File: src/rtl/alu_dsp_cluster_pkg.sv
// alu_dsp_cluster_pkg: shared widths and add/subtract select encoding
package alu_dsp_cluster_pkg;
  localparam int WIDTH_DEF = 32;
  localparam int MUL_WIDTH_DEF = 16;
  typedef enum logic {ADD = 1'b0, SUB = 1'b1} addsub_e;
endpackage

File: src/rtl/alu_dsp_cluster_if.sv
// alu_dsp_cluster_if: operand/result bundle for the arithmetic cluster
interface alu_dsp_cluster_if #(parameter int WIDTH = 32, parameter int MUL_WIDTH = 16);
  logic in_valid;
  logic addsub;
  logic [WIDTH-1:0] add_input1;
  logic [WIDTH-1:0] add_input2;
  logic [WIDTH-1:0] sub_input1;
  logic [WIDTH-1:0] sub_input2;
  logic [MUL_WIDTH-1:0] shift_input;
  logic [MUL_WIDTH-1:0] shift_mul;
  logic [WIDTH-1:0] add_out;
  logic [WIDTH-1:0] sub_out;
  logic [2*MUL_WIDTH-1:0] shift_out;
  logic out_valid;
  modport master (
    output in_valid, addsub, add_input1, add_input2, sub_input1, sub_input2, shift_input, shift_mul,
    input add_out, sub_out, shift_out, out_valid
  );
  modport slave (
    input in_valid, addsub, add_input1, add_input2, sub_input1, sub_input2, shift_input, shift_mul,
    output add_out, sub_out, shift_out, out_valid
  );
endinterface

File: src/rtl/alu_dsp_cluster_units.sv
// alu_dsp_cluster_units: single-cycle registered add/sub, subtract and multiply leaves
module adder_dsp
  import alu_dsp_cluster_pkg::*;
#(
  parameter int WIDTH = WIDTH_DEF
) (
  input  logic clk,
  input  logic reset,
  input  logic en,
  input  logic addsub,
  input  logic [WIDTH-1:0] a,
  input  logic [WIDTH-1:0] b,
  output logic [WIDTH-1:0] y
);
  always_ff @(posedge clk)
    if (reset) y <= '0;
    else if (en) y <= (addsub == SUB) ? a - b : a + b;
endmodule

module subtractor_dsp
  import alu_dsp_cluster_pkg::*;
#(
  parameter int WIDTH = WIDTH_DEF
) (
  input  logic clk,
  input  logic reset,
  input  logic en,
  input  logic [WIDTH-1:0] a,
  input  logic [WIDTH-1:0] b,
  output logic [WIDTH-1:0] y
);
  always_ff @(posedge clk)
    if (reset) y <= '0;
    else if (en) y <= a - b;
endmodule

module shift_dsp
  import alu_dsp_cluster_pkg::*;
#(
  parameter int MUL_WIDTH = MUL_WIDTH_DEF
) (
  input  logic clk,
  input  logic reset,
  input  logic en,
  input  logic [MUL_WIDTH-1:0] a,
  input  logic [MUL_WIDTH-1:0] b,
  output logic [2*MUL_WIDTH-1:0] y
);
  localparam int P = 2 * MUL_WIDTH;
  // a true multiply: one-hot b acts as a left shift, any other b still yields the exact product
  always_ff @(posedge clk)
    if (reset) y <= '0;
    else if (en) y <= P'(a) * P'(b);
endmodule

File: src/rtl/alu_dsp_cluster.sv
// alu_dsp_cluster: three independent registered arithmetic units plus a shared valid pipe
module alu_dsp_cluster
  import alu_dsp_cluster_pkg::*;
#(
  parameter int WIDTH = WIDTH_DEF,
  parameter int MUL_WIDTH = MUL_WIDTH_DEF
) (
  input logic clk,
  input logic reset,
  alu_dsp_cluster_if.slave bus
);
  adder_dsp #(.WIDTH(WIDTH)) u_add (
    .clk(clk), .reset(reset), .en(bus.in_valid), .addsub(bus.addsub),
    .a(bus.add_input1), .b(bus.add_input2), .y(bus.add_out)
  );
  subtractor_dsp #(.WIDTH(WIDTH)) u_sub (
    .clk(clk), .reset(reset), .en(bus.in_valid),
    .a(bus.sub_input1), .b(bus.sub_input2), .y(bus.sub_out)
  );
  shift_dsp #(.MUL_WIDTH(MUL_WIDTH)) u_shift (
    .clk(clk), .reset(reset), .en(bus.in_valid),
    .a(bus.shift_input), .b(bus.shift_mul), .y(bus.shift_out)
  );
  always_ff @(posedge clk)
    if (reset) bus.out_valid <= 1'b0;
    else bus.out_valid <= bus.in_valid;
endmodule

File: src/flat_wrapper.sv
// flat-port wrapper written by rule: the top's interface ports become plain ports
module alu_dsp_cluster_flat import alu_dsp_cluster_pkg::*;
#(
  parameter int WIDTH = WIDTH_DEF,
  parameter int MUL_WIDTH = MUL_WIDTH_DEF
)
  (clk, reset, bus_in_valid, bus_addsub, bus_add_input1, bus_add_input2, bus_sub_input1, bus_sub_input2, bus_shift_input, bus_shift_mul, bus_add_out, bus_sub_out, bus_shift_out, bus_out_valid);
  alu_dsp_cluster_if #(.WIDTH(WIDTH), .MUL_WIDTH(MUL_WIDTH)) bus_i ();
  input logic clk;
  input logic reset;
  input wire logic [$bits(bus_i.in_valid)-1:0] bus_in_valid;
  input wire logic [$bits(bus_i.addsub)-1:0] bus_addsub;
  input wire logic [$bits(bus_i.add_input1)-1:0] bus_add_input1;
  input wire logic [$bits(bus_i.add_input2)-1:0] bus_add_input2;
  input wire logic [$bits(bus_i.sub_input1)-1:0] bus_sub_input1;
  input wire logic [$bits(bus_i.sub_input2)-1:0] bus_sub_input2;
  input wire logic [$bits(bus_i.shift_input)-1:0] bus_shift_input;
  input wire logic [$bits(bus_i.shift_mul)-1:0] bus_shift_mul;
  output wire logic [$bits(bus_i.add_out)-1:0] bus_add_out;
  output wire logic [$bits(bus_i.sub_out)-1:0] bus_sub_out;
  output wire logic [$bits(bus_i.shift_out)-1:0] bus_shift_out;
  output wire logic [$bits(bus_i.out_valid)-1:0] bus_out_valid;
  assign bus_i.in_valid = bus_in_valid;
  assign bus_i.addsub = bus_addsub;
  assign bus_i.add_input1 = bus_add_input1;
  assign bus_i.add_input2 = bus_add_input2;
  assign bus_i.sub_input1 = bus_sub_input1;
  assign bus_i.sub_input2 = bus_sub_input2;
  assign bus_i.shift_input = bus_shift_input;
  assign bus_i.shift_mul = bus_shift_mul;
  assign bus_add_out = bus_i.add_out;
  assign bus_sub_out = bus_i.sub_out;
  assign bus_shift_out = bus_i.shift_out;
  assign bus_out_valid = bus_i.out_valid;
  alu_dsp_cluster #(.WIDTH(WIDTH), .MUL_WIDTH(MUL_WIDTH)) u_core (.clk(clk), .reset(reset), .bus(bus_i));
endmodule
File: config.mk
export PLATFORM = sky130hd
export DESIGN_NAME = alu_dsp_cluster_flat
export DESIGN_NICKNAME = d
export VERILOG_FILES = /design/src/rtl/alu_dsp_cluster_pkg.sv /design/src/rtl/alu_dsp_cluster_if.sv /design/src/rtl/alu_dsp_cluster_units.sv /design/src/rtl/alu_dsp_cluster.sv /design/src/flat_wrapper.sv
export SDC_FILE = /design/constraint.sdc
export NUM_CORES = 1
export LEC_CHECK = 0
export ABC_AREA = 1
export BUFFER_PORTS_ARGS = -buffer_cell sky130_fd_sc_hd__buf_2
export CAP_MARGIN = 10
export CORE_MARGIN = 4
export CORE_UTILIZATION = 40
export CTS_BUF_LIST = sky130_fd_sc_hd__clkbuf_16
export CTS_CLUSTER_SIZE = 28
export DETAILED_ROUTE_END_ITERATION = 10
export GPL_TIMING_DRIVEN = 0
export PLACE_DENSITY_LB_ADDON = 0.25
export SKIP_LAST_GASP = 1
export SYNTH_ARGS = -nofsm -noshare
export SYNTH_HDL_FRONTEND = slang
export SYNTH_SLANG_ARGS = --single-unit
File: constraint.sdc
create_clock -name clk -period 5.8 [get_ports clk]
set_clock_uncertainty 0.15 [all_clocks]
set_input_delay 1.16 -clock clk [delete_from_list [all_inputs] [get_ports clk]]
set_output_delay 1.16 -clock clk [all_outputs]
set_load 0.01 [all_outputs]
# Word level (Yosys, flattened, before mapping)
# Cells that the tools add are included.
[word_totals]
reg_bits = 97
input_bits = 164
out_inout_bits = 97
[classes]
add_sub_neg = 3
multipliers = 1
muxes = 1
[ops]
columns = ["op", "count"]
rows = [
  ["subtractor 32 bit", 2],
  ["adder 32 bit", 1],
  ["multiplier 16 x 16 -> 32 bit", 1],
  ["2-to-1 mux 32 bit", 1],
]

# Logic depth before layout (Yosys ltp)
[depth]
depth_word = 2
mapped_depth = 29
mapped_depth_nobuf = 27

# Hierarchy
# Synthesis repeated with hierarchy kept, for this count alone.
[unflattened]
hier_cells = 3100
hier_area_um2 = 19154.6
[by_module_without_submodules]
columns = ["mod", "instances", "cells_each", "area_each_um2", "seq_area_each_um2"]
rows = [
  ["shift_dsp", 1, 1542, 10751.6, 640.6],
  ["adder_dsp", 1, 850, 4556.9, 640.6],
  ["subtractor_dsp", 1, 705, 3816.2, 640.6],
  ["alu_dsp_cluster", 1, 3, 30.0, 20.0],
]

# Worst setup path after synthesis
# Ideal clock, no wire load.
[synth_timing]
path_kind = "input -> register"
from = "input port bus_shift_input[11]"
to = "register u_core.u_shift.y[17]"
setup_time_ps = 113
t_arrival_ps = 6023
setup_slack_ps = -486
stages = 23
cell_sequence = "clkbuf_1 -> clkbuf_1 -> nand2_1 -> fa_1 -> fa_1 -> fa_1 -> inv_1 -> fa_1 -> fa_1 -> inv_1 -> fa_1 -> inv_1 -> ha_1 -> a21oi_1 -> inv_1 -> nor2_1 -> nand3_1 -> nand2_1 -> nand2_1 -> nand2_1 -> nand2_1 -> o21ai_1 -> inv_1"
[synth_via]
elab_chain_cells = 1
[synth_rtl]
columns = ["item", "line", "text"]
rows = [
  ["from (decl)", "flat_wrapper.sv:17", "input wire logic [$bits(bus_i.shift_input)-1:0] bus_shift_input;"],
  ["multiplier 16 x 16 -> 32 bit", "alu_dsp_cluster_units.sv:53", "else if (en) y <= P'(a) * P'(b);"],
  ["to (signal assigned)", "alu_dsp_cluster_units.sv:53", ""],
  ["to (decl)", "alu_dsp_cluster_units.sv:47", "output logic [2*MUL_WIDTH-1:0] y"],
]
# Every way passes these cells.
# A chain may end at the register's enable or synchronous reset.

# Worst setup path in the final report
[layout_timing]
from = "input port bus_shift_mul[6]"
to = "register u_core.u_shift.y[20]"
[layout_via]
elab_chain_cells = 1
[layout_rtl]
columns = ["item", "line", "text"]
rows = [
  ["from (decl)", "flat_wrapper.sv:18", "input wire logic [$bits(bus_i.shift_mul)-1:0] bus_shift_mul;"],
  ["multiplier 16 x 16 -> 32 bit", "alu_dsp_cluster_units.sv:53", ""],
]
# Every way passes these cells.

==> summary.md <==
| Metric | Value |
|---|---|
| Final instance area | ~23,000 µm² |
| GRT Util Overall | 0.248 |
| DRT Pass-1 Iters | 6 |
| Worst hold path class | register to register |
| Post-DP HPWL | 53,000 µm |
| Leakage power | 14.0 nW |
| First-pass GRT wire length | approximately 100,000 µm |
| Top cell type by total area after synthesis | fa_1 |
| Hold Path Origin | u_core.u_shift.y[0]$_SDFFE_PP0P_ |
| Fillcell total | 4,858 |
| Die Wd | 225 µm |
| Worst Tran Pin Value | 0.692 ns |
| Final hold viol count | 0 |
| Ant diodes | 0 |
| Synth Area per Inst | between 6 and 7 µm² |
| Initial Utilization | 0.404 |
| Most instantiated cells after synthesis | 896 x nand2_1, 782 x inv_1, 318 x nor2_1 |
| Routability cong. | 0.943 |
| Largest net degree at the start of global routing | 19 |
| Number of global-route vias before repair | 18,580 |
| R2R setup slack | slightly below 5 ns |
| Initial antenna violation count | 0 |
| Yosys cell types | 37 |
| Hold Path Sink | u_core.u_shift.y[0]$_SDFFE_PP0P_ |
| Clock Path Buffers | 2 |
| Clk_lat worst skew | 0.35 ns |
| Setup-failing EPs final | 17 |
| Largest family of logic cells by synthesized area | adder cells |
| CP max stage cell | fa_2 |
| Final wirelength | 63,400 µm |
| Min-Delay Path Depth | 2 |
| DRC viols | 0 |
| Simple logic cell fraction of the synthesized area | 0.319 |
| Port Buf Inserts | 227 |
| Failing checks | negative setup slack |
| Seq cells post-synth | 97 |
| Worst VDD drop | 1.06 mV |
| TritonCTS clock tree | done |
| Yosys Warn Count | 0 |
| Nets | 3,876 |
| Mux share of post-synthesis cell area | 0.000532 |
| R2R Path End | u_core.u_sub.y[18]$_SDFFE_PP0P_ |
| Die Area | 50,600 µm² |
| Worst r2r path cells | 4 |
| Clk sink count | 97 |
| CP endpoint kind | register |
| Layout cell share with drive strength beyond 1 | 0.180 |
| Max-Cap Viols | 0 |
| Worst Setup Slack, final | -0.120 ns |
| Htree depth | 3 |
| CP Launch Type | input pin |
| Predominant post-synthesis flop cell | dfxtp_1 |
| Vias post-DR | 18,757 |
| Core ar. | 46,600 µm² |
| WS Path Type | input pin to register |
| Total gr overflow | 0 |
| Fmax | 169 MHz |
| Slew Viols, Final | 0 |
| Slew headroom | 0.539 |
| CP Max Fanout | 5 |
| Synthesized instance count | 3,052 |
| Top cell type's share of synthesized area | 0.208 |
| Worst r2r src | u_core.u_sub.y[18]$_SDFFE_PP0P_ |
| RSZ-0062 raised after global routing | true |
| Outcome | finished, violations left |
| FFs w/ async S/R, synth | 0 |
| Via density | 4.74 |
| WHS | 0.318 ns |
| CP required | 5.91 ns |
| Clk slew on worst S/H paths | 0.08 ns |
| Post-route ant nets | 0 |
| I/O pin total | 261 |
| Register area share after synthesis | 0.103 |
| Clock buffer count from CTS | 9 |
| Syn nets | roughly 3,600 |
| Pwr Density | ~640 nW/µm² |
| Dpl cell area | 21,500 µm² |
| CTS Root Buffer Type | clkbuf_16 |
| Post-synthesis xor/xnor area fraction | 0.0326 |
| Share of the cycle needed by the critical path after routing | 1.02 |
| Die Y-Extent | 225 µm |
| Initial detailed-routing violation count | 1,138 |
| Final core utilization | 0.500 |
| Row count | 79 |
| Leading post-synthesis cells by cell area | fa_1 21%, nand2_1 18%, inv_1 16% |
| WL per Instance | 16.0 µm |
| Critical path arrival | 6.03 ns |
| Tmin final | roughly 5.9 ns |
| Worst path max stage delay | 0.52 ns |
| TNS Setup | -0.997 ns |
| Adder-cell share of the synthesized area | 0.319 |
| Post-synth EDFFs | 0 |
| Area growth syn-to-layout | 23.6% |
| Compound-Gate Fraction of Synth Area | 0.0487 |
| Cell with the most instances after synthesis | nand2_1 |
| Post-Synthesis Cell Area | around 19,000 µm² |
cell type report:
type                       instances  area [µm²]  area share
multi-input combinational       2075       14400       0.617
clock buffer                       9         225     0.00968
sequential                        97        1940      0.0835
inverter                         783        2950       0.127
timing repair buffer             290        1750      0.0751
clock inverter                     7        62.6     0.00269
buffer                            93        1220      0.0523
tap                              607         759      0.0327
power by group:
part,internal (mW),switching [mW]
Sequential,0.796,0.0623
Combinational,5.29,8.05
Clock,0.300,0.299
logic make-up after synthesis:
| logic type | Yosys count |
|---|---|
| XOR/XNOR | 70 |
| AND/OR/NAND/NOR | 1469 |
| flip-flops | 97 |
| AO/OA/AOI/OAI | 172 |
| adder cells (fa/ha/maj) | 363 |
| buffers and inverters | 880 |
| multiplexers | 1 |
registers in the layout, summed over array words and instances, names as in the netlist:
name	flops
u_core.bus.out_valid	1
u_core.u_add.y	32
u_core.u_shift.y	32
u_core.u_sub.y	32
repair_timing:
item | CTS | global route
cloned | 4 | 3
gates resized for setup | 98 | 157
setup buffers | 25 | 31
endpoints found under the setup margin | 23 | 22
pin swaps | 53 | 78
hold buffers | 0 | 0
how the worst max path moves through the flow:
stage,from,end,cells after the start
2_1_floorplan,bus_shift_input[14],u_core.u_shift.y[21]$_SDFFE_PP0P_,24
3_3_place_gp,bus_shift_input[0],u_core.u_shift.y[21]$_SDFFE_PP0P_,25
3_5_place_dp,bus_shift_input[0],u_core.u_shift.y[21]$_SDFFE_PP0P_,25
4_1_cts,bus_shift_mul[6],u_core.u_shift.y[31]$_SDFFE_PP0P_,24
5_1_grt,bus_shift_mul[6],u_core.u_shift.y[18]$_SDFFE_PP0P_,24
6_report,bus_shift_mul[6],u_core.u_shift.y[20]$_SDFFE_PP0P_,25
routing by layer:
metal  track usage  share of wire  vias up
met5             0              0        -
met4        0.0518          0.023        0
met3        0.0538          0.070       83
met2         0.436           0.49      500
met1         0.315           0.42     8663
li1              -              -     9511
worst max-delay path, delay by kind of cell:
family                     cells  cell delay, ns
AOI/OAI and AO/OA              1            0.13
and+or+nand+nor                7            0.72
adders and majority gates      7            3.30
buffers and inverters         10            0.73
cell usage in the layout (no fill, tap or decap), drive strengths merged:
master | Yosys | layout
xor2 | 46 | 46
clkbuf | 82 | 74
a21o | 3 | 3
ha | 167 | 167
nand4 | 15 | 15
mux2i | 1 | 1
and2 | 2 | 2
nor3 | 23 | 23
a31oi | 2 | 2
dfxtp | 97 | 97
inv | 783 | 786
xnor2 | 24 | 24
buf | 14 | 317
dlygate4sd1 | 1 | 1
o21bai | 15 | 15
a21oi | 70 | 70
fa | 196 | 196
nand2 | 916 | 916
o31ai | 2 | 2
nor2 | 335 | 335
clkinv | 0 | 1
nor4 | 1 | 1
nand3b | 11 | 11
or2 | 1 | 1
and3 | 2 | 2
clkinvlp | 0 | 3
nand3 | 163 | 163
o21ai | 80 | 80
per-stage QoR:
step	power, mW	instances	setup slack, ns
after floorplan	8.50	3052	-0.112
after global placement	11.2	3886	-0.886
after detailed placement	11.2	3886	-0.870
after CTS	13.0	3927	-0.0925
after global routing	16.1	3961	-0.297
final	14.8	3961	-0.120
Note: power is estimated with default switching activity, not from simulation.
